[src/rtl/jtframe_joydb15_pkg.sv]
// Shared types and constants for the DB15 dual-joystick adapter scanner.
package jtframe_joydb15_pkg;

  localparam int unsigned FRAME_W = 32;
  localparam int unsigned JOY_W   = FRAME_W / 2;

  // Line reads all-low for the whole frame: adapter missing or shorted
  localparam logic [FRAME_W-1:0] RAW_ABSENT = 32'hFFFF_FFFF;

  localparam int unsigned BIT_RIGHT = 0;
  localparam int unsigned BIT_LEFT  = 1;
  localparam int unsigned BIT_DOWN  = 2;
  localparam int unsigned BIT_UP    = 3;

  typedef enum logic [2:0] {
    ST_GAP_W,
    ST_LOAD,
    ST_SETUP,
    ST_CLK_LO,
    ST_CLK_HI,
    ST_DONE
  } state_t;

  // Serial bits 0..15 belong to player 1, 16..31 to player 2
  typedef struct packed {
    logic [JOY_W-1:0] p2;
    logic [JOY_W-1:0] p1;
  } joy_frame_t;

endpackage

[src/rtl/jtframe_joydb15_tick.sv]
// Free-running tick divider: one-cycle tick every DIV enabled clock cycles.
module jtframe_joydb15_tick #(
  parameter int unsigned DIV = 24
) (
  input  logic clk,
  input  logic rst_n,
  input  logic en,
  output logic tick_c
);

  localparam int unsigned CNT_W = 8;

  logic [CNT_W-1:0] cnt;

  assign tick_c = en && (cnt == CNT_W'(DIV - 1));

  // Counter holds while disabled so the tick phase is preserved
  always_ff @(posedge clk or negedge rst_n) begin
    if (!rst_n) begin
      cnt <= '0;
    end else if (en) begin
      cnt <= tick_c ? '0 : cnt + CNT_W'(1);
    end
  end

endmodule

[src/rtl/jtframe_joydb15_scan.sv]
// DB15 adapter scanner: shifts a 32-bit frame out of the adapter chain and
// publishes two joystick words once two consecutive captures agree.
module jtframe_joydb15_scan
  import jtframe_joydb15_pkg::*;
#(
  parameter int unsigned CLKDIV = 24,
  parameter int unsigned GAP    = 64
) (
  input  logic             clk_sys,
  input  logic             rst_n,
  output logic             JOY_CLK,
  output logic             JOY_LOAD,
  input  logic             JOY_DATA,
  output logic [JOY_W-1:0] joystick1,
  output logic [JOY_W-1:0] joystick2,
  output logic             present,
  output logic             frame_done
);

  localparam int unsigned GAP_CNT_W = 10;
  localparam int unsigned IDX_W     = 5;

  state_t               state;
  logic [GAP_CNT_W-1:0] gap_cnt;
  logic [IDX_W-1:0]     bit_idx;
  logic [FRAME_W-1:0]   raw;
  logic [FRAME_W-1:0]   prev;
  logic [1:0]           data_sync;
  joy_frame_t           raw_f;
  logic                 tick_c;
  logic                 tick_en_c;

  assign raw_f     = raw;
  assign tick_en_c = (state != ST_DONE);

  jtframe_joydb15_tick #(
    .DIV (CLKDIV)
  ) u_tick (
    .clk    (clk_sys),
    .rst_n  (rst_n),
    .en     (tick_en_c),
    .tick_c (tick_c)
  );

  // Two-flop synchroniser for the asynchronous adapter data line
  always_ff @(posedge clk_sys or negedge rst_n) begin
    if (!rst_n) begin
      data_sync <= 2'b11;
    end else begin
      data_sync <= {data_sync[0], JOY_DATA};
    end
  end

  always_ff @(posedge clk_sys or negedge rst_n) begin
    if (!rst_n) begin
      state      <= ST_GAP_W;
      gap_cnt    <= '0;
      bit_idx    <= '0;
      raw        <= '0;
      prev       <= '0;
      JOY_CLK    <= 1'b0;
      JOY_LOAD   <= 1'b1;
      joystick1  <= '0;
      joystick2  <= '0;
      present    <= 1'b0;
      frame_done <= 1'b0;
    end else begin
      frame_done <= 1'b0;
      case (state)
        ST_GAP_W: begin
          if (tick_c) begin
            if (gap_cnt == GAP_CNT_W'(GAP)) begin
              state    <= ST_LOAD;
              JOY_LOAD <= 1'b0;
            end else begin
              gap_cnt <= gap_cnt + GAP_CNT_W'(1);
            end
          end
        end
        ST_LOAD: begin
          if (tick_c) begin
            state    <= ST_SETUP;
            JOY_LOAD <= 1'b1;
            bit_idx  <= '0;
          end
        end
        ST_SETUP: begin
          if (tick_c) begin
            state <= ST_CLK_LO;
          end
        end
        ST_CLK_LO: begin
          // Sample after a full low half-period, as JOY_CLK rises
          if (tick_c) begin
            raw[bit_idx] <= ~data_sync[1];
            JOY_CLK      <= 1'b1;
            state        <= ST_CLK_HI;
          end
        end
        ST_CLK_HI: begin
          if (tick_c) begin
            JOY_CLK <= 1'b0;
            if (bit_idx == IDX_W'(FRAME_W - 1)) begin
              state <= ST_DONE;
            end else begin
              bit_idx <= bit_idx + IDX_W'(1);
              state   <= ST_CLK_LO;
            end
          end
        end
        ST_DONE: begin
          frame_done <= 1'b1;
          prev       <= raw;
          state      <= ST_GAP_W;
          // Restart at 1 so steady-state gaps are GAP ticks; after reset the
          // counter starts at 0 and the first gap is one tick longer.
          gap_cnt    <= GAP_CNT_W'(1);
          if (raw == prev) begin
            if (raw == RAW_ABSENT) begin
              present   <= 1'b0;
              joystick1 <= '0;
              joystick2 <= '0;
            end else begin
              present   <= 1'b1;
              joystick1 <= raw_f.p1;
              joystick2 <= raw_f.p2;
            end
          end
        end
        default: begin
          state <= ST_GAP_W;
        end
      endcase
    end
  end

endmodule

[config.mk]
export PLATFORM = sky130hd
export DESIGN_NAME = jtframe_joydb15_scan
export DESIGN_NICKNAME = d
export VERILOG_FILES = /design/src/rtl/jtframe_joydb15_pkg.sv /design/src/rtl/jtframe_joydb15_tick.sv /design/src/rtl/jtframe_joydb15_scan.sv
export SDC_FILE = /design/constraint.sdc
export NUM_CORES = 1
export LEC_CHECK = 0
export ABC_AREA = 1
export BUFFER_PORTS_ARGS = -buffer_cell sky130_fd_sc_hd__buf_2
export CAP_MARGIN = 5
export CORE_MARGIN = 2
export CORE_UTILIZATION = 55
export DETAILED_ROUTE_END_ITERATION = 12
export PLACE_DENSITY = 0.78
export SETUP_SLACK_MARGIN = 0.3
export SKIP_CTS_REPAIR_TIMING = 1
export SLEW_MARGIN = 5
export SYNTH_ARGS = -nofsm -noshare
export SYNTH_HDL_FRONTEND = slang
export SYNTH_SLANG_ARGS = --single-unit
[constraint.sdc]
create_clock -name clk_sys -period 1.8 [get_ports clk_sys]
set_clock_uncertainty 0.2 [all_clocks]
set_input_delay 0.18 -clock clk_sys [delete_from_list [all_inputs] [get_ports clk_sys]]
set_output_delay 0.18 -clock clk_sys [all_outputs]
set_load 0.005 [all_outputs]
# After elaboration in Yosys (flattened, before gate mapping)
# Cells that the tools add are included.
# Widths: inputs -> output; s select.
dict set report totals {
  reg_bits 128
  inputBits 3
  elab_cells 81
}
dict set report classes {
  eq_ne 19
  n_lt_le_gt_ge 2
  n_addsub 3
  n_reduce_logical 14
  bitwise_logic 1
  muxes 29
}
# op count
set op_table {}
lappend op_table {{$bwmux 32} 1}
lappend op_table {{$eq 32x32->1} 1}
lappend op_table {{$eq 32x32->1 const B} 1}
lappend op_table {{$mux 16} 2}
lappend op_table {{$mux 3} 7}
lappend op_table {{$mux 10} 2}
lappend op_table {{$pmux 10 s2} 1}
lappend op_table {{$mux 5} 3}
lappend op_table {{$pmux 3 s5} 1}
lappend op_table {{$add 10x1->10 const B} 1}
lappend op_table {{$eq 10x7->1 const B} 1}
lappend op_table {{$ne 2x1->1 const B} 5}
lappend op_table {{$pmux 5 s2} 1}
lappend op_table {{$add 8x1->8 const B} 1}
lappend op_table {{$eq 8x5->1 const B} 1}
lappend op_table {{$mux 8} 1}
lappend op_table {{$reduce_and 4->1} 2}
lappend op_table {{$reduce_bool 2->1} 4}
lappend op_table {{$mux 1} 7}
lappend op_table {{$eq 3x2->1 const B} 2}
lappend op_table {{$eq 3x3->1 const B} 2}
lappend op_table {{$lt 5x6->1 const B} 1}
lappend op_table {{$ne 2x2->1 const B} 3}
lappend op_table {{$reduce_and 3->1} 2}
lappend op_table {{12 further kinds} 15}

# Logic depth before layout (Yosys ltp)
dict set report logic_depth {
  word_depth 5
  ltp_mapped 13
  mapped_depth_nobuf 13
}

# Cells and area by module
# From an unflattened synthesis, not the netlist that was laid out.
dict set report hier_totals {
  hier_cells 828
  area_unflattened_um2 6495.0
}
# mod instances cells_per_inst seq_area_each_um2 area_per_inst_um2
set by_module_without_submodules {}
lappend by_module_without_submodules {jtframe_joydb15_scan 1 758 3006.6 6027.0}
lappend by_module_without_submodules {jtframe_joydb15_tick 1 70 200.2 467.9}

# Worst setup path before layout
# OpenSTA, ideal clock, no wires.
dict set report synth_path {
  kind {flip-flop to flip-flop}
  startpoint {register bit_idx[0]}
  endpoint {register bit_idx[3]}
  period_less_slack_ps 1882
  setup_time_ps 120
  required_ps 1480
  slack_ps -82
  t_arrival_ps 1562
  stages_incl_launch_ff 11
  path_cell_list {dfrtp_1 -> ha_1 -> nand2_1 -> nor2_1 -> ha_1 -> o21ai_1 -> nand2_1 -> inv_2 -> nand2_1 -> o21ai_0 -> nor2_1}
}
dict set report synth_via {
  elab_chain_cells 4
}
# item line
set synth_rtl {}
lappend synth_rtl {{from (decl)} jtframe_joydb15_scan.sv:25} ;# logic [IDX_W-1:0] bit_idx;
lappend synth_rtl {{from (signal assigned)} jtframe_joydb15_scan.sv:106} ;# bit_idx <= bit_idx + IDX_W'(1);
lappend synth_rtl {{$add 5x1->5} jtframe_joydb15_scan.sv:106}
lappend synth_rtl {{$mux 5} jtframe_joydb15_scan.sv:103} ;# if (bit_idx == IDX_W'(FRAME_W - 1)) begin
lappend synth_rtl {{$mux 5} jtframe_joydb15_scan.sv:101} ;# if (tick_c) begin
lappend synth_rtl {{$pmux 5 s2} jtframe_joydb15_scan.sv:69} ;# case (state)
# Parallel ways exist; a longest one is shown, timed or not. The select of a mux whose other input is x is not followed.
# A chain may end at the register's enable or synchronous reset.

# Final worst setup path
dict set report layout_path {
  startpoint {register gap_cnt[0]}
  endpoint {register gap_cnt[2]}
}
dict set report layout_via {
  elab_chain_cells 4
}
# item line
set layout_rtl {}
lappend layout_rtl {{from (decl)} jtframe_joydb15_scan.sv:24} ;# logic [GAP_CNT_W-1:0] gap_cnt;
lappend layout_rtl {{from (signal assigned)} jtframe_joydb15_scan.sv:76} ;# gap_cnt <= gap_cnt + GAP_CNT_W'(1);
lappend layout_rtl {{$add 10x1->10} jtframe_joydb15_scan.sv:76}
lappend layout_rtl {{$mux 10} jtframe_joydb15_scan.sv:72} ;# if (gap_cnt == GAP_CNT_W'(GAP)) begin
lappend layout_rtl {{$mux 10} jtframe_joydb15_scan.sv:71} ;# if (tick_c) begin
lappend layout_rtl {{$pmux 10 s2} jtframe_joydb15_scan.sv:69}
# Parallel ways exist; a longest one is shown, timed or not. The select of a mux whose other input is x is not followed.

==> run summary <==
CTS Sinks - 128
Max incr delay on CP - 0.42 ns
Crit. path cell count - 9
Grt ovf - 0
DR WL/cell - 20.6 µm
Post-placement cell count - 1038
Fmax - 479 MHz
Worst hold path type - in -> async
Seq. cell area - 3210 µm²
Die width - 113 µm
Syn. warnings - 0
GR Util met3 - 0.0739
Final hold violation count - 0
DRT iter0 DRCs - 1076
Via count - 6989
Avg Inst Size Synth - 7.91 µm²
Total core area - 11600 µm²
Root buf cell - clkbuf_16
Critical Path Slowest Stage Cell - dfrtp_1
RSZ-0062 raised after global routing - true
Setup tns final - -12.66 ns
Worst slew pin tran - 0.524 ns
Worst relative slew slack - 0.650
Top cells by area, synth - dfrtp_1, nand2_1, o21ai_0, inv_1, nor3_2
Antenna diode count - 0
CP top delay family - simple AND/OR/NAND/NOR gates
Crit path max fanout - 5
Worst-path clk slew - 0.05 ns
Rows - 39
P_leak - 0.00469 µW
Port bufs - 38
Cts bufs inserted - 17
Post-Syn Nets - 843
Post-route cell area - 9440 µm²
DRC errors left - 0
Status - finished, violations left
Synth Instances - 832
Crit path capture - gap_cnt[2]$_DFFE_PN0P_
Synth Register Bits - 128
Startpoint Class - flip-flop
MaxCap Viol Count - 0
Placed Area - 7370 µm²
GR Layer Usage met1 - 0.347
Final ANT Viol Nets - 0
Top-area cell type share of the netlist area - 0.475
Vias in the first global route - 5519
Io pins - 39
DP Wirelength - 10500 µm
Layout Cells excl Fill - 1121
RR Startpoint - gap_cnt[0]$_DFFE_PN0P_
Clock tree buffer depth - 2
Final setup viols - 77
Worst Setup Path Type - reg -> reg
VDD IR max - 530 µV
CTS tree - done
Fill cell count - 581
Die area - 12900 µm²
Die Ht - 113 µm
First-pass GRT wire length - 26300 µm
Max-slew violations - 0
Cell Area, Synth - 6580 µm²
Vias/cell - 6.23
Area leader, netlist - dfrtp_1
Pwr Density - 668 nW/µm²
Number of iterations in the first detailed-routing pass - 9
Unique masters post-synth - 32
Largest net degree at the start of global routing - 93
Final min period - 2.09 ns
Critical Path AT - 2.20 ns
Clk_lat worst skew - 0.43 ns
Routability Congestion - 0.846
Dpl ws - -0.0433 ns
Gr busiest metal - met2
Worst reg-to-reg path cell count - 9
Starting Density - 0.569
Worst Path Required - 1.91 ns
Hold Slack - 0.117 ns
R2R Path End - gap_cnt[2]$_DFFE_PN0P_
Final #Nets - 977
H-tree depth - 4
Sequential area share after synthesis - 0.487
Internal reg-to-reg setup slack - -0.29 ns
Fin crit share - 1.16
Worst setup margin - -0.288 ns
Cell mode on critical path - nor2_1
CP endpoint kind - flip-flop
Buf+Inv Stages, Crit Path - 1
Failing checks - setup timing
Total wire length - 23100 µm
Worst Setup SP - gap_cnt[0]$_DFFE_PN0P_
Area grow syn2layout - 43.4%
Share of cells above drive strength 1 - 0.381
Area of the multi-input gates - 3680 µm²
CP Cell Sequence - inv_2 -> ha_4 -> nand2_2 -> nor2_1 -> nand4_1 -> nand3_4 -> nand2_8 -> a21oi_2 -> nor2_1
Initial antenna violation count - 0
GRT Overall Usage - 0.261
Grt met2 use - 0.410
## cell usage after synthesis (all sizes together)
library cell and instances:
inv 102, nand3 49, nor2 49, and3 1
o21ai 84, clkbuf 7, xor2 6, xnor2 9
dfstp 3, ha 8, buf 22, nand2 260
nand4 5, nand3b 1, o21bai 1, clkinv 4
o22ai 5, dfrtp 125, nor3b 1, a21oi 39
nor3 51
## worst reg2reg max path: stages (launching register included)
cell     delay (ns)
dfrtp_1        0.42
inv_2          0.11
ha_4           0.14
nand2_2        0.05
nor2_1         0.16
nand4_1        0.30
nand3_4        0.31
nand2_8        0.11
a21oi_2        0.13
nor2_1         0.05
## cell usage in the layout, fill, tap and decap left out, types with 9 or more instances in the layout
cell       netlist  final
clkbuf_16        0     27
o21ai_0         77     53
dfrtp_1        125    123
o21ai_1          7     22
nand2_1        257    202
nand3_1         46     17
nand3_2          2     27
nor2_4           0      9
nor3_1          21     15
nor3_4           0     32
buf_2           11     37
a21oi_1         39     36
nand2_4          0     19
buf_6            6     16
inv_2            7     21
buf_12           0     12
nand2_2          3     38
nor2_1          45     24
buf_4            2     63
nor2_2           3     15
inv_1           95     76
## how the worst min path moves through the flow
stage	endpoint	slack, ns	cells past startpoint
6_report	JOY_CLK$_DFFE_PN0P_	0.12	3
5_1_grt	data_sync[1]$_DFF_PN1_	0.16	0
4_1_cts	JOY_CLK$_DFFE_PN0P_	-0.37	2
3_5_place_dp	JOY_CLK$_DFFE_PN0P_	0.08	2
3_3_place_gp	JOY_CLK$_DFFE_PN0P_	0.08	2
2_1_floorplan	JOY_CLK$_DFFE_PN0P_	-0.32	0
## registers in the layout (all words and copies together) (netlist names), 2 cells and up
name / flops
state: 3
gap_cnt: 10
data_sync: 2
joystick1: 16
joystick2: 16
prev: 32
u_tick.cnt: 8
raw: 32
bit_idx: 5
## where the power goes
| part | total [µW] | switching, µW | internal, µW |
|---|---|---|---|
| Clock | 3340 | 1270 | 2070 |
| Sequential | 2880 | 0.525 | 2880 |
| Combinational | 83.7 | 71.1 | 12.6 |
## per-stage QoR
step	utilization	power, µW
2_1_floorplan	-	2940
3_3_place_gp	0.637	3020
3_5_place_dp	0.637	3020
4_1_cts	0.686	6260
5_1_grt	0.816	6460
6_report	0.816	6310
## layer usage
metal | part of all wire | wire length, µm
met5 | 0 | 0
met4 | 0.059 | 1360
met3 | 0.11 | 2530
met2 | 0.48 | 11000
met1 | 0.35 | 8180
## cell type report
class / instances / share of cell area
inverters: 106 / 0.0440
multi-input cells: 570 / 0.390
clock buffers: 26 / 0.0539
repair buffers: 143 / 0.148
well taps: 143 / 0.0190
flip-flops and latches: 128 / 0.340
clock inverters: 5 / 0.00557
## kinds of logic after synthesis
logic type                 Yosys count  synth area share
and+or+nand+nor                    417             0.291
adders and majority gates            8            0.0152
xor gates and xnor gates            15            0.0200
buffers and inverters              135            0.0871
DFF                                128             0.487
AOI/OAI and AO/OA                  129            0.0994
No activity file was read; power rests on OpenSTA's default activity.
